$ cat src/rtl/loop_sampler.sv
// Ring-oscillator entropy sampler: seeds and releases an inverter loop, samples it
// on a slow divider tick, and debiases the samples with a Von Neumann extractor.
module loop_sampler #(
  parameter int WIDTH       = 32,
  parameter int SAMPLE_DIV  = 16,
  parameter int SEED_CYCLES = 4
) (
  input  logic             clk,
  input  logic             reset,
  input  logic             enable,
  input  logic             osc_in,
  output logic             ctrl,
  output logic             seed,
  output logic [WIDTH-1:0] entropy_data,
  output logic             entropy_valid,
  input  logic             entropy_ack
);

  localparam int CNT_W  = $clog2(WIDTH + 1);
  localparam int DIV_W  = $clog2(SAMPLE_DIV);
  localparam int SEED_W = $clog2(SEED_CYCLES + 1);

  localparam logic [CNT_W-1:0]  CNT_LAST  = CNT_W'(WIDTH - 1);
  localparam logic [DIV_W-1:0]  DIV_LAST  = DIV_W'(SAMPLE_DIV - 1);
  localparam logic [SEED_W-1:0] SEED_LAST = SEED_W'(SEED_CYCLES - 1);

  typedef enum logic [1:0] {
    ST_IDLE,
    ST_SEED,
    ST_RUN,
    ST_FULL
  } state_e;

  logic              sync1_q, sync2_q;
  logic              osc_sync;
  state_e            state_q, state_d;
  logic [SEED_W-1:0] seed_cnt_q, seed_cnt_d;
  logic [DIV_W-1:0]  div_q, div_d;
  logic [CNT_W-1:0]  bit_cnt_q, bit_cnt_d;
  logic              pair_q, pair_d;
  logic              bit_a_q, bit_a_d;
  logic [WIDTH-1:0]  data_q, data_d;
  logic              valid_q, valid_d;
  logic              ctrl_q, ctrl_d;

  // The loop output is fully asynchronous; only the second flop is trusted.
  // NOTE: sequential state uses non-blocking assignments so every flop samples
  // pre-edge values regardless of statement order.
  always_ff @(posedge clk or posedge reset) begin
    if (reset) begin
      sync1_q <= 1'b0;
      sync2_q <= 1'b0;
    end else begin
      sync1_q <= osc_in;
      sync2_q <= sync1_q;
    end
  end

  assign osc_sync = sync2_q;

  always_comb begin
    // NOTE: every next-state signal defaults to its register first so no path
    // through the case leaves a value unassigned (which would infer a latch).
    state_d    = state_q;
    seed_cnt_d = seed_cnt_q;
    div_d      = div_q;
    bit_cnt_d  = bit_cnt_q;
    pair_d     = pair_q;
    bit_a_d    = bit_a_q;
    data_d     = data_q;
    valid_d    = valid_q;

    unique case (state_q)
      ST_IDLE: begin
        seed_cnt_d = '0;
        div_d      = '0;
        bit_cnt_d  = '0;
        pair_d     = 1'b0;
        if (enable) state_d = ST_SEED;
      end

      ST_SEED: begin
        if (seed_cnt_q == SEED_LAST) begin
          state_d = ST_RUN;
          div_d   = '0;
          pair_d  = 1'b0;
        end else begin
          seed_cnt_d = seed_cnt_q + SEED_W'(1);
        end
      end

      ST_RUN: begin
        if (div_q == DIV_LAST) begin
          div_d = '0;
          if (!pair_q) begin
            bit_a_d = osc_sync;
            pair_d  = 1'b1;
          end else begin
            pair_d = 1'b0;
            // Equal pairs carry bias, so only differing pairs yield a bit.
            if (bit_a_q != osc_sync) begin
              data_d    = {data_q[WIDTH-2:0], bit_a_q};
              bit_cnt_d = bit_cnt_q + CNT_W'(1);
              if (bit_cnt_q == CNT_LAST) begin
                state_d = ST_FULL;
                valid_d = 1'b1;
              end
            end
          end
        end else begin
          div_d = div_q + DIV_W'(1);
        end
      end

      ST_FULL: begin
        if (entropy_ack) begin
          state_d   = ST_RUN;
          valid_d   = 1'b0;
          bit_cnt_d = '0;
          div_d     = '0;
          pair_d    = 1'b0;
        end
      end

      default: state_d = ST_IDLE;
    endcase

    // Dropping enable wins over completion and acknowledge alike.
    if (!enable) begin
      state_d    = ST_IDLE;
      valid_d    = 1'b0;
      data_d     = '0;
      seed_cnt_d = '0;
      div_d      = '0;
      bit_cnt_d  = '0;
      pair_d     = 1'b0;
    end

    ctrl_d = (state_d == ST_IDLE) || (state_d == ST_SEED);
  end

  always_ff @(posedge clk or posedge reset) begin
    if (reset) begin
      state_q    <= ST_IDLE;
      seed_cnt_q <= '0;
      div_q      <= '0;
      bit_cnt_q  <= '0;
      pair_q     <= 1'b0;
      bit_a_q    <= 1'b0;
      data_q     <= '0;
      valid_q    <= 1'b0;
      ctrl_q     <= 1'b1;
    end else begin
      state_q    <= state_d;
      seed_cnt_q <= seed_cnt_d;
      div_q      <= div_d;
      bit_cnt_q  <= bit_cnt_d;
      pair_q     <= pair_d;
      bit_a_q    <= bit_a_d;
      data_q     <= data_d;
      valid_q    <= valid_d;
      ctrl_q     <= ctrl_d;
    end
  end

  assign ctrl          = ctrl_q;
  assign seed          = 1'b0;
  assign entropy_data  = data_q;
  assign entropy_valid = valid_q;

endmodule
$ cat config.mk
export PLATFORM = sky130hd
export DESIGN_NAME = loop_sampler
export DESIGN_NICKNAME = d
export VERILOG_FILES = /design/src/rtl/loop_sampler.sv
export SDC_FILE = /design/constraint.sdc
export NUM_CORES = 1
export LEC_CHECK = 0
export ABC_CLOCK_PERIOD_IN_PS = 3510
export BUFFER_PORTS_ARGS = -buffer_cell sky130_fd_sc_hd__buf_4
export CAP_MARGIN = 20
export CORE_MARGIN = 3
export CORE_UTILIZATION = 45
export DETAILED_ROUTE_END_ITERATION = 10
export GPL_TIMING_DRIVEN = 0
export PLACE_DENSITY = 0.66
export REMOVE_ABC_BUFFERS = 1
export SLEW_MARGIN = 20
export SYNTH_ARGS = -nofsm -noshare
export SYNTH_HDL_FRONTEND = slang
export SYNTH_SLANG_ARGS = --single-unit
$ cat constraint.sdc
create_clock -name clk -period 3.51 [get_ports clk]
set_input_delay 0.351 -clock clk [delete_from_list [all_inputs] [get_ports clk]]
set_output_delay 0.351 -clock clk [all_outputs]
set_load 0.02 [all_outputs]
* Yosys cells after proc, flatten, opt, wreduce, memory -nomap -nowiden
Cells that the tools add are included.
Word-level totals: bits of input ports 5, word-level logic and storage cells 86, register bits 53
Cells by class: reductions and logical operators 10, muxes and demuxes 39, bitwise gates (word level) 1, $add $sub $neg 3, eq/ne operators 22
Operators by type and width (number):
- 32-bit 2-to-1 mux | 5
- 6-bit 2-to-1 mux | 5
- 3-bit inequality test (second input constant) | 7
- 6-bit one-hot mux with 3 select lines | 1
- 4-bit 2-to-1 mux | 4
- 4-bit one-hot mux with 4 select lines | 1
- 2-bit 2-to-1 mux | 7
- 1-bit 2-to-1 mux | 10
- 2-bit by 1-bit inequality test with 1-bit output (second input constant) | 4
- 2-bit one-hot mux with 4 select lines | 1
- 6-bit by 1-bit adder with 6-bit output (second input constant) | 1
- 6-bit by 5-bit == test with 1-bit output (second input constant) | 1
- 3-bit 2-to-1 mux | 2
- 3-bit by 1-bit inequality test with 1-bit output (second input constant) | 2
- 3-bit one-hot mux with 2 select lines | 1
- 3-bit AND reduction | 2
- 6-bit AND reduction | 1
- 5-bit AND reduction | 1
- 4-bit by 1-bit adder with 4-bit output (second input constant) | 1
- 2-bit by 1-bit == test with 1-bit output (second input constant) | 2
- 2-bit == test (second input constant) | 2
- 4-bit == test (second input constant) | 1
- 2-bit logical NOT | 2
- 4-bit by 1-bit inequality test with 1-bit output (second input constant) | 1
- 9 further kinds | 10

* Longest topological paths before layout
Gate-level depths: netlist of the first run.
depth in word-level cells 9, depth in mapped cells 6, gate-level depth less buffers 6

* Least setup slack after synthesis of the first run
OpenSTA, ideal clock, no wires.
path kind register -> register, from register div_q[0], to register data_q[0] (netlist: entropy_data[0]), clock period less this slack 1.567 ns, path slack 1.943 ns, path buffers 1, arrival time 1.489 ns, setup time 0.078 ns, stages on the path, launching flop included 7, path through dfrtp_1 -> ha_1 -> and4_1 -> nand3_1 -> clkbuf_1 -> nand2_1 -> a21oi_1
Between the ends: word-level cells in the longest chain between the ends 3
Ends and longest elaborated chain:
- start, declared | RTL line 38 | logic [DIV_W-1:0] div_q, div_d;
- start signal, assigned | RTL line 156 | div_q <= div_d;
- 4-bit == test | RTL line 93 | if (div_q == DIV_LAST) begin
- 2-bit by 1-bit inequality test with 1-bit output (no source line)
- 4-bit AND reduction (no source line)
- end signal, assigned | RTL line 160 | data_q <= data_d;
- end, declared | RTL line 42 | logic [WIDTH-1:0] data_q, data_d;
No other way between the ends. A chain may end at the register's enable or synchronous reset.

* Final worst setup path of the first run
from register div_q[0], to register data_q[21] (netlist: entropy_data[21])
Same word-level chain as after synthesis.

==> results of run 1 <==
-- logic make-up (layout without fill, tap and decap cells) --
logic type               after synthesis  after routing  synth area share
buffers and inverters                 19             53            0.0415
multiplexers                           1              1           0.00467
AND/OR/NAND/NOR                      101            101             0.195
adder cells (fa/ha/maj)                4              4            0.0207
AO/OA/AOI/OAI                         65             65             0.176
other                                  1              1           0.00155
flip-flops                            53             53             0.550
XOR/XNOR                               2              2            0.0104
-- placed cells by master, fill, tap and decap left out, types with 3 or more instances in the layout --
| cell type | count |
|---|---|
| nand2_1 | 72 |
| dfrtp_1 | 52 |
| buf_4 | 38 |
| a21oi_1 | 18 |
| a21boi_1 | 18 |
| o21ai_1 | 7 |
| clkbuf_8 | 5 |
| inv_1 | 4 |
| a21o_1 | 4 |
| a31oi_1 | 4 |
| o21ai_0 | 4 |
| ha_1 | 4 |
| nand3_1 | 3 |
| nor2_1 | 3 |
| and3_1 | 3 |
| nor2b_1 | 3 |
-- registers in the layout, indices dropped and copies added (netlist names) --
register	count
entropy_data	32
bit_cnt_q	6
div_q	4
seed_cnt_q	3
state_q	2
bit_a_q	1
ctrl	1
entropy_valid	1
osc_sync	1
pair_q	1
sync1_q	1
-- report_power, final --
part | total, mW | switching, mW | internal [mW] | leakage (nW)
Combinational | 0.0385 | 0.0268 | 0.0117 | 0.533
Clock | 0.333 | 0.194 | 0.139 | 0.0450
Sequential | 0.617 | 0.00415 | 0.613 | 0.729
Total | 0.989 | 0.225 | 0.764 | 1.31
-- critical path: stages, from the launching register on --
cell      delay, ns
dfrtp_1        0.41
ha_1           0.28
nand4_2        0.21
nor3_4         0.51
buf_8          0.24
nand2_1        0.07
a21boi_1       0.14
-- how the worst max path moves through the flow --
stage	depth (start not counted)	slack [ns]	from	to
floorplan	5	1.69	div_q[0]	entropy_data[0]
global placement	2	1.13	reset	div_q[2]
detailed placement	6	1.53	div_q[0]	entropy_data[21]
CTS	6	1.51	div_q[0]	entropy_data[21]
global route	6	1.33	div_q[0]	entropy_data[26]
finish	6	1.55	div_q[0]	entropy_data[21]
-- cell type report --
class	instances	area, sq um	share of cell area
clock buffers	6	72.6	0.0258
clock inverters	2	10.0	0.00356
inverters	6	25.0	0.00889
multi-input cells	174	991	0.352
flip-flops and latches	53	1330	0.472
well taps	70	87.6	0.0311
repair buffers	39	300	0.107
-- metrics by stage --
stage               instance area, sq um  power, mW  hold WS [ns]  setup WS, ns
global placement                    2710      0.668         0.334          1.13
finish                              2810      0.989         0.139          1.55
floorplan                           2340      0.653         0.331          1.69
detailed placement                  2730      0.669         0.335          1.53
global route                        2810       1.03         0.133          1.33
CTS                                 2810       1.00         0.139          1.51
-- layer usage --
layer  track usage  part of all wire  vias up
met4        0.0515             0.013        0
li1              -                 -      911
met1         0.215              0.47      877
met3        0.0397             0.046        8
met5             0                 0        -
met2         0.272              0.47       35
==> results.py, run 1 <==
metrics = {
    "layout": {
        "fin_nets": 288,
        "final_core_util": 0.547,
        "drive_gt1_frac": 0.200,
        "syn2layout_area_growth_pct": 16.6,
        "fin_cells": 350,
        "num-fill-cells": 490,
        "antenna_cells": 0,
    },
    "timing": {
        "slew-limit-headroom": 0.557,
        "rsz0062_at_grt": "no",
        "setup_tns_ns": 0,
        "setup_viol": 0,
        "clock_skew_ns": 0.00897,
        "slew_viol_final": 0,
        "fin_crit_ns": 1.96,
        "final-hold-violation-count": 0,
        "max_freq_mhz": 510,
        "worst_slew_pin_slew_ns": 0.663,
        "fin_crit_sh": 0.558,
    },
    "global_routing": {
        "grt_pass1_vias": 1803,
        "grt_antenna_before_repair": 0,
        "grt_max_degree": 54,
        "grt_usage": 0.165,
        "grt_overflow": 0,
        "grt_pass1_wl_um": 8270,
    },
    "synth": {
        "synthTopCellsByArea": "dfrtp_1 (54%), nand2_1 (11%), a21boi_1 (5.6%), a21oi_1 (3.7%), ha_1 (2.1%)",
        "synth_edf_count": 0,
        "netlist.area_leader.share": 0.539,
        "yosysTopAreaCell": "dfrtp_1",
        "synth_commonest_cells": "nand2_1 (72), dfrtp_1 (52), a21boi_1 (18), a21oi_1 (18)",
        "syn_avg_cell_area_sq_um": 9.81,
        "ys_seq_area_frac": 0.550,
        "yosysMostFrequentCell": "nand2_1",
        "synth.distinct_cells": 47,
        "synthFlopType": "dfrtp_1",
        "synth_cells": 246,
        "ys_ff_latch": 53,
        "yosysWarningCount": 0,
        "synth_area_sq_um": 2410,
        "async_reset_ff_frac": 1.00,
    },
    "floorplan": {
        "ioPinCount": 40,
        "initial_core_util": 0.470,
        "die_w_um": 79.2,
        "coreArea_sq_um": 5140,
        "die_h_um": 79.2,
        "die_area_sq_um": 6280,
        "row_count": 26,
    },
    "worst_setup_path": {
        "path_max_fanout": 19,
        "reg2reg_from": "div_q[0]",
        "path_class": "flip-flop to flip-flop",
        "critical_path_required_ns": 3.74,
        "worstSetupStartpointType": "flip-flop",
        "r2r_setup_slack_ns": 1.55,
        "critPathCaptureType": "flip-flop",
        "reg2reg_depth": 6,
        "worstReg2RegEnd": "entropy_data[21]",
        "arrival_ns": 2.19,
    },
    "placement": {
        "post-dp-hpwl_um": 3090,
        "place_inst": 342,
        "portBuffers": 38,
        "gp_congestion": 0.737,
    },
    "outcome": {
        "outcome": "finished clean",
    },
    "power": {
        "p_leak_nw": 1.31,
        "peakVddDrop_uv": 147,
        "p_per_area_nw_per_um2": 351,
    },
    "clock_tree": {
        "cts.path.max_buffers": 2,
        "cts-htree-levels": 2,
        "post_cts_buffers": 0,
        "cts_buffers": 5,
        "cts_resized": 0,
        "clk-insertion-delay-late_ns": 0.31,
        "clock_sinks": 53,
        "cts_tree": "built",
        "hold_buffers": 0,
        "root_buffer": "clkbuf_8",
        "clkTransAtPathRegs_ns": 0.09,
    },
    "route": {
        "drc": 0,
        "detail_route.vias_per_cell": 5.23,
        "vias": 1831,
        "drt_first_iter_violations": 101,
        "final_antenna_net_count": 0,
        "drtPass1Iterations": 4,
        "wl_per_cell_um": 13.4,
        "routed_wl_um": 4670,
    },
    "min_path": {
        "hold_path_class": "primary input to asynchronous set/reset pin",
    },
    "job": {
        "max_cap_viol_count": 0,
    },
}
Power figures use the tool's default switching activity.
==> run 2, diff against run 1 <==
- ABC_CLOCK_PERIOD_IN_PS: 3510 -> 1860
- clock period: 3.51 -> 1.86 ns (I/O delays scaled with it)
==> run 2 against run 1 <==
- the flow now finishes with violations (negative hold slack)
- clock power is 87% higher
- die area stayed put
- worst hold slack worse by 0.16 ns
- routed wire length is 0.92% higher
- utilization is 0.90 points higher
- critical endpoint unchanged
- largest cell class unchanged
- clock skew hardly changed
- first-iteration DRC count is 6.9% lower
==> results.py, run 2 (synthesized netlist as in run 1, its figures left out) <==
metrics = {
    "global_routing": {
        "grt_pass1_vias": 1804,
        "grt_pass1_wl_um": 8270,
        "grt_antenna_before_repair": 0,
        "grt_usage": 0.166,
        "grt_overflow": 0,
        "grt_max_degree": 54,
    },
    "placement": {
        "dp_slack_ns": -0.125,
        "portBuffers": 38,
        "post-dp-hpwl_um": 3090,
        "gp_congestion": 0.737,
    },
    "layout": {
        "num-fill-cells": 492,
        "final_cell_mix": "nand2_1 (72), dfrtp_1 (52), buf_4 (40)",
        "ff_latch_area_sq_um": 1330,
        "largest_register_ffs": 32,
        "layout_commonest_cell": "nand2_1",
        "final_core_util": 0.556,
        "antenna_cells": 0,
        "fin_nets": 291,
        "syn2layout_area_growth_pct": 18.5,
        "drive_gt1_frac": 0.212,
        "multi_input_area_sq_um": 1010,
    },
    "power": {
        "peakVddDrop_uv": 278,
        "total_power_mw": 1.86,
        "p_leak_nw": 1.33,
        "p_per_area_nw_per_um2": 652,
    },
    "clock_tree": {
        "clk-insertion-delay-late_ns": 0.30,
        "cts_buffers": 5,
        "root_buffer": "clkbuf_8",
        "clock_sinks": 53,
        "cts.path.max_buffers": 2,
        "clkTransAtPathRegs_ns": 0.09,
        "cts-htree-levels": 2,
        "cts_tree": "built",
    },
    "job": {
        "max_cap_viol_count": 0,
    },
    "timing": {
        "worst_slew_pin_slew_ns": 0.644,
        "rsz0062_at_grt": "no",
        "whs_ns": -0.0245,
        "clock_skew_ns": 0.00882,
        "setup_viol": 0,
        "max_freq_mhz": 588,
        "fin_crit_ns": 1.70,
        "slew_viol_final": 0,
        "setup_ws_ns": 0.160,
        "final-hold-violation-count": 52,
        "slew-limit-headroom": 0.571,
        "fin_crit_sh": 0.914,
    },
    "route": {
        "vias": 1831,
        "routed_wl_um": 4720,
        "final_antenna_net_count": 0,
        "drtPass1Iterations": 4,
        "detail_route.vias_per_cell": 5.19,
        "drc": 0,
        "wl_per_cell_um": 13.4,
        "drt_first_iter_violations": 94,
    },
    "min_path": {
        "hold_path_class": "primary input to asynchronous set/reset pin",
    },
    "floorplan": {
        "die_h_um": 79.2,
        "initial_core_util": 0.470,
        "die_w_um": 79.2,
        "die_area_sq_um": 6280,
        "row_count": 26,
        "coreArea_sq_um": 5140,
        "ioPinCount": 40,
    },
    "worst_setup_path": {
        "critical_path_required_ns": 2.09,
        "critPathCaptureType": "flip-flop",
        "worstSetupStartpointType": "flip-flop",
        "arrival_ns": 1.93,
        "path_max_fanout": 19,
        "path_class": "flip-flop to flip-flop",
    },
    "outcome": {
        "violations": "negative hold slack",
        "outcome": "complete, but fails checks",
    },
}
## run 2: critical path, cell delays in order, from the launching register on
cell and delay (ns):
dfrtp_1 0.42, ha_2 0.26, nand4_2 0.22, nor3_4 0.31, buf_8 0.20, nand2_1 0.07
a21boi_1 0.14
## run 2: area by class of cell
cell class / instances / share of cell area
Clock inverter: 2 / 0.00350
Multi-Input combinational cell: 174 / 0.354
Tap cell: 70 / 0.0306
Clock buffer: 6 / 0.0254
Timing Repair Buffer: 42 / 0.114
Inverter: 6 / 0.00875
Sequential cell: 53 / 0.464
## run 2: worst paths after layout
kind | startpoint | endpoint | slack [ns] | cells after the start
max in group asynchronous | reset | div_q[0] | 1.45 | 2
min | reset | entropy_data[29] | -0.02 | 2
min reg2reg | sync1_q | osc_sync | 0.35 | 0
max | div_q[0] | entropy_data[21] | 0.16 | 6
min in group clk | entropy_ack | state_q[0] | 0.19 | 3
max reg2reg | div_q[0] | entropy_data[21] | 0.16 | 6
## run 2: metal layers
metal  vias up  part of all wire  global-route usage
met5         -                 0                   0
met4         0             0.016              0.0619
met3         5             0.047              0.0397
met2        36              0.46               0.272
met1       870              0.48               0.214
li1        920                 -                   -
## run 2: through the flow
stage | setup TNS, ns | cell area (sq um) | std cells | hold slack (ns)
2_1_floorplan | 0 | 2340 | 233 | 0.217
3_3_place_gp | -33.56 | 2710 | 341 | 0.296
3_5_place_dp | -2.64 | 2730 | 342 | 0.298
4_1_cts | 0 | 2850 | 353 | 0.0000938
5_1_grt | 0 | 2860 | 353 | 0.0150
6_report | 0 | 2860 | 353 | -0.0245
## run 2: where the power goes
group / internal [mW] / switching [mW]
sequential: 1.16 / 0.00778
clock: 0.262 / 0.362
combinational: 0.0235 / 0.0518
total: 1.44 / 0.422
## run 2: what timing repair did
item	CTS	global route
hold buffers	1	0
hold endpoints to repair	1	0
buffers inserted	2	0
resized for setup	1	3
setup endpoints to repair	32	8
pin swaps	1	0
==> run 3, diff against run 2 <==
- ABC_AREA: not set -> 1
==> run 3 against run 2 <==
- the run now ends clean
- final cell count rose by 5.9%
- sequential share of layout area up 0.76 points
- utilization decreased by 0.90 points
- critical path type unchanged
- critical endpoint is now entropy_data[18]
- largest cell class unchanged
==> results.py, run 3 <==
metrics = {
    "timing": {
        "clock_skew_ns": 0.00901,
        "fin_crit_ns": 1.64,
        "max_freq_mhz": 610,
        "slew-limit-headroom": 0.574,
        "final-hold-violation-count": 0,
        "rsz0062_at_grt": "no",
        "slew_viol_final": 0,
        "setup_viol": 0,
        "worst_slew_pin_slew_ns": 0.638,
        "fin_crit_sh": 0.881,
    },
    "worst_setup_path": {
        "path_max_fanout": 64,
        "arrival_ns": 1.82,
        "path_class": "flip-flop to flip-flop",
        "critical_path_required_ns": 2.04,
        "critPathCaptureType": "flip-flop",
        "path_cells": "ha_1 > nand3_2 > nor2_4 > nand2_8 > a21oi_1 > a21oi_1",
        "timing.critical_path.mode_cell": "a21oi_1",
        "slowest_delay_ns": 0.40,
        "worstSetupStartpointType": "flip-flop",
        "cp_slowest_cell": "dfrtp_1",
    },
    "synth": {
        "yosysWarningCount": 0,
        "syn_avg_cell_area_sq_um": 8.98,
        "synthTopCellsByArea": "dfrtp_1 (54%), nand2_1 (8.1%), a21oi_1 (7.0%), nand3_1 (6.4%), o21ai_1 (3.7%)",
        "synth_area_sq_um": 2410,
        "ys_ff_latch": 53,
        "synth.distinct_cells": 31,
        "synth_cells": 269,
        "synthFlopType": "dfrtp_1",
        "yosysTopAreaCell": "dfrtp_1",
        "async_reset_ff_frac": 1.00,
        "netlist.area_leader.share": 0.539,
        "synth_commonest_cells": "dfrtp_1 (52), nand2_1 (52), a21oi_1 (34), nand3_1 (31), nor2_1 (19)",
        "synth_edf_count": 0,
        "ys_seq_area_frac": 0.550,
    },
    "placement": {
        "place_inst": 364,
        "portBuffers": 38,
        "post-dp-hpwl_um": 3060,
        "gp_congestion": 0.873,
    },
    "layout": {
        "largest_register_ffs": 32,
        "final_core_util": 0.547,
        "final_cell_mix": "nand2_1 (52), dfrtp_1 (52), buf_4 (38)",
        "syn2layout_area_growth_pct": 16.5,
        "fin_nets": 312,
        "drive_gt1_frac": 0.188,
        "fin_cells": 374,
        "antenna_cells": 0,
    },
    "global_routing": {
        "met2_usage": 0.247,
        "grt_overflow": 0,
        "busiest_layer": "met2",
        "grt_max_degree": 65,
        "gr-usage-met3": 0.0340,
        "grt_pass1_wl_um": 7910,
        "grt_pass1_vias": 1776,
        "groute.layer.met1.usage": 0.211,
        "grt_antenna_before_repair": 0,
        "grt_usage": 0.155,
    },
    "power": {
        "p_leak_nw": 1.42,
        "p_per_area_nw_per_um2": 705,
        "peakVddDrop_uv": 448,
        "total_power_mw": 1.98,
    },
    "clock_tree": {
        "clock_sinks": 53,
        "cts.path.max_buffers": 2,
        "cts-htree-levels": 2,
        "clk-insertion-delay-late_ns": 0.30,
        "cts_tree": "built",
        "clkTransAtPathRegs_ns": 0.10,
        "cts_buffers": 5,
        "post_cts_buffers": 0,
        "root_buffer": "clkbuf_8",
    },
    "route": {
        "detail_route.vias_per_cell": 4.98,
        "drtPass1Iterations": 4,
        "vias": 1862,
        "drt_first_iter_violations": 119,
        "routed_wl_um": 4500,
        "wl_per_cell_um": 12.0,
        "final_antenna_net_count": 0,
        "drc": 0,
    },
    "job": {
        "max_cap_viol_count": 0,
    },
    "outcome": {
        "outcome": "finished clean",
    },
    "floorplan": {
        "coreArea_sq_um": 5140,
        "ioPinCount": 40,
        "initial_core_util": 0.470,
        "row_count": 26,
        "die_w_um": 79.3,
        "die_h_um": 79.3,
        "die_area_sq_um": 6280,
    },
    "min_path": {
        "hold_path_class": "primary input to flip-flop",
    },
}
==> run 3: repair_timing <==
action / in CTS / in global routing
endpoints found under the hold margin: 5 / 0
endpoints found under the setup margin: 0 / 17
resized for setup: 0 / 1
hold buffers: 2 / 0
==> run 3: critical path, delay by kind of cell, from the launching register on <==
kind                       cells  cell delay, ns
adders and majority gates      1            0.21
DFF                            1            0.40
AOI/OAI and AO/OA              2            0.28
and+or+nand+nor                3            0.59
==> run 3: area by class of cell <==
class	instances	area (sq um)
inverters	19	75.1
fillers	510	2330
flip-flops and latches	53	1330
multi-input cells	184	932
clock buffers	5	68.8
clock inverters	3	17.5
well taps	70	87.6
repair buffers	40	305
==> run 3: where the power goes <==
part / switching (mW) / total [mW] / leakage (nW) / internal, mW
logic: 0.104 / 0.152 / 0.648 / 0.0487
clock network: 0.366 / 0.627 / 0.0439 / 0.261
registers: 0.0225 / 1.20 / 0.727 / 1.18
==> run 3: per-stage QoR <==
stage,cell area (sq um),setup TNS (ns),hold slack [ns],setup slack (ns)
finish,2810,0,0.193,0.221
detailed placement,2700,0,0.296,0.128
global placement,2700,-17.81,0.297,-0.344
CTS,2810,0,0.184,0.0963
global route,2810,0,0.193,0.0690
floorplan,2320,0,0.217,0.366
==> run 3: cells by family after synthesis <==
logic type | share of synthesized area
other | 0.00155
adders and majority gates | 0.0207
AOI/OAI and AO/OA | 0.133
and+or+nand+nor | 0.220
DFF | 0.550
xor gates and xnor gates | 0.00726
buffers and inverters | 0.0679
==> run 3: worst paths after layout <==
| path | startpoint | endpoint | slack (ns) | cells past startpoint |
|---|---|---|---|---|
| min in group asynchronous | reset | entropy_data[17] | 0.54 | 3 |
| setup reg to reg | div_q[0] | entropy_data[18] | 0.22 | 6 |
| hold / removal | entropy_ack | state_q[0] | 0.19 | 4 |
| hold reg to reg | sync1_q | osc_sync | 0.36 | 0 |
| max in group asynchronous | reset | bit_cnt_q[4] | 0.89 | 3 |
| setup / recovery | div_q[0] | entropy_data[18] | 0.22 | 6 |
==> run 3: routing by layer <==
metal | vias up | routed length, um
li1 | 972 | -
met1 | 848 | 2210
met2 | 34 | 2030
met3 | 8 | 191
met4 | 0 | 63
met5 | - | 0
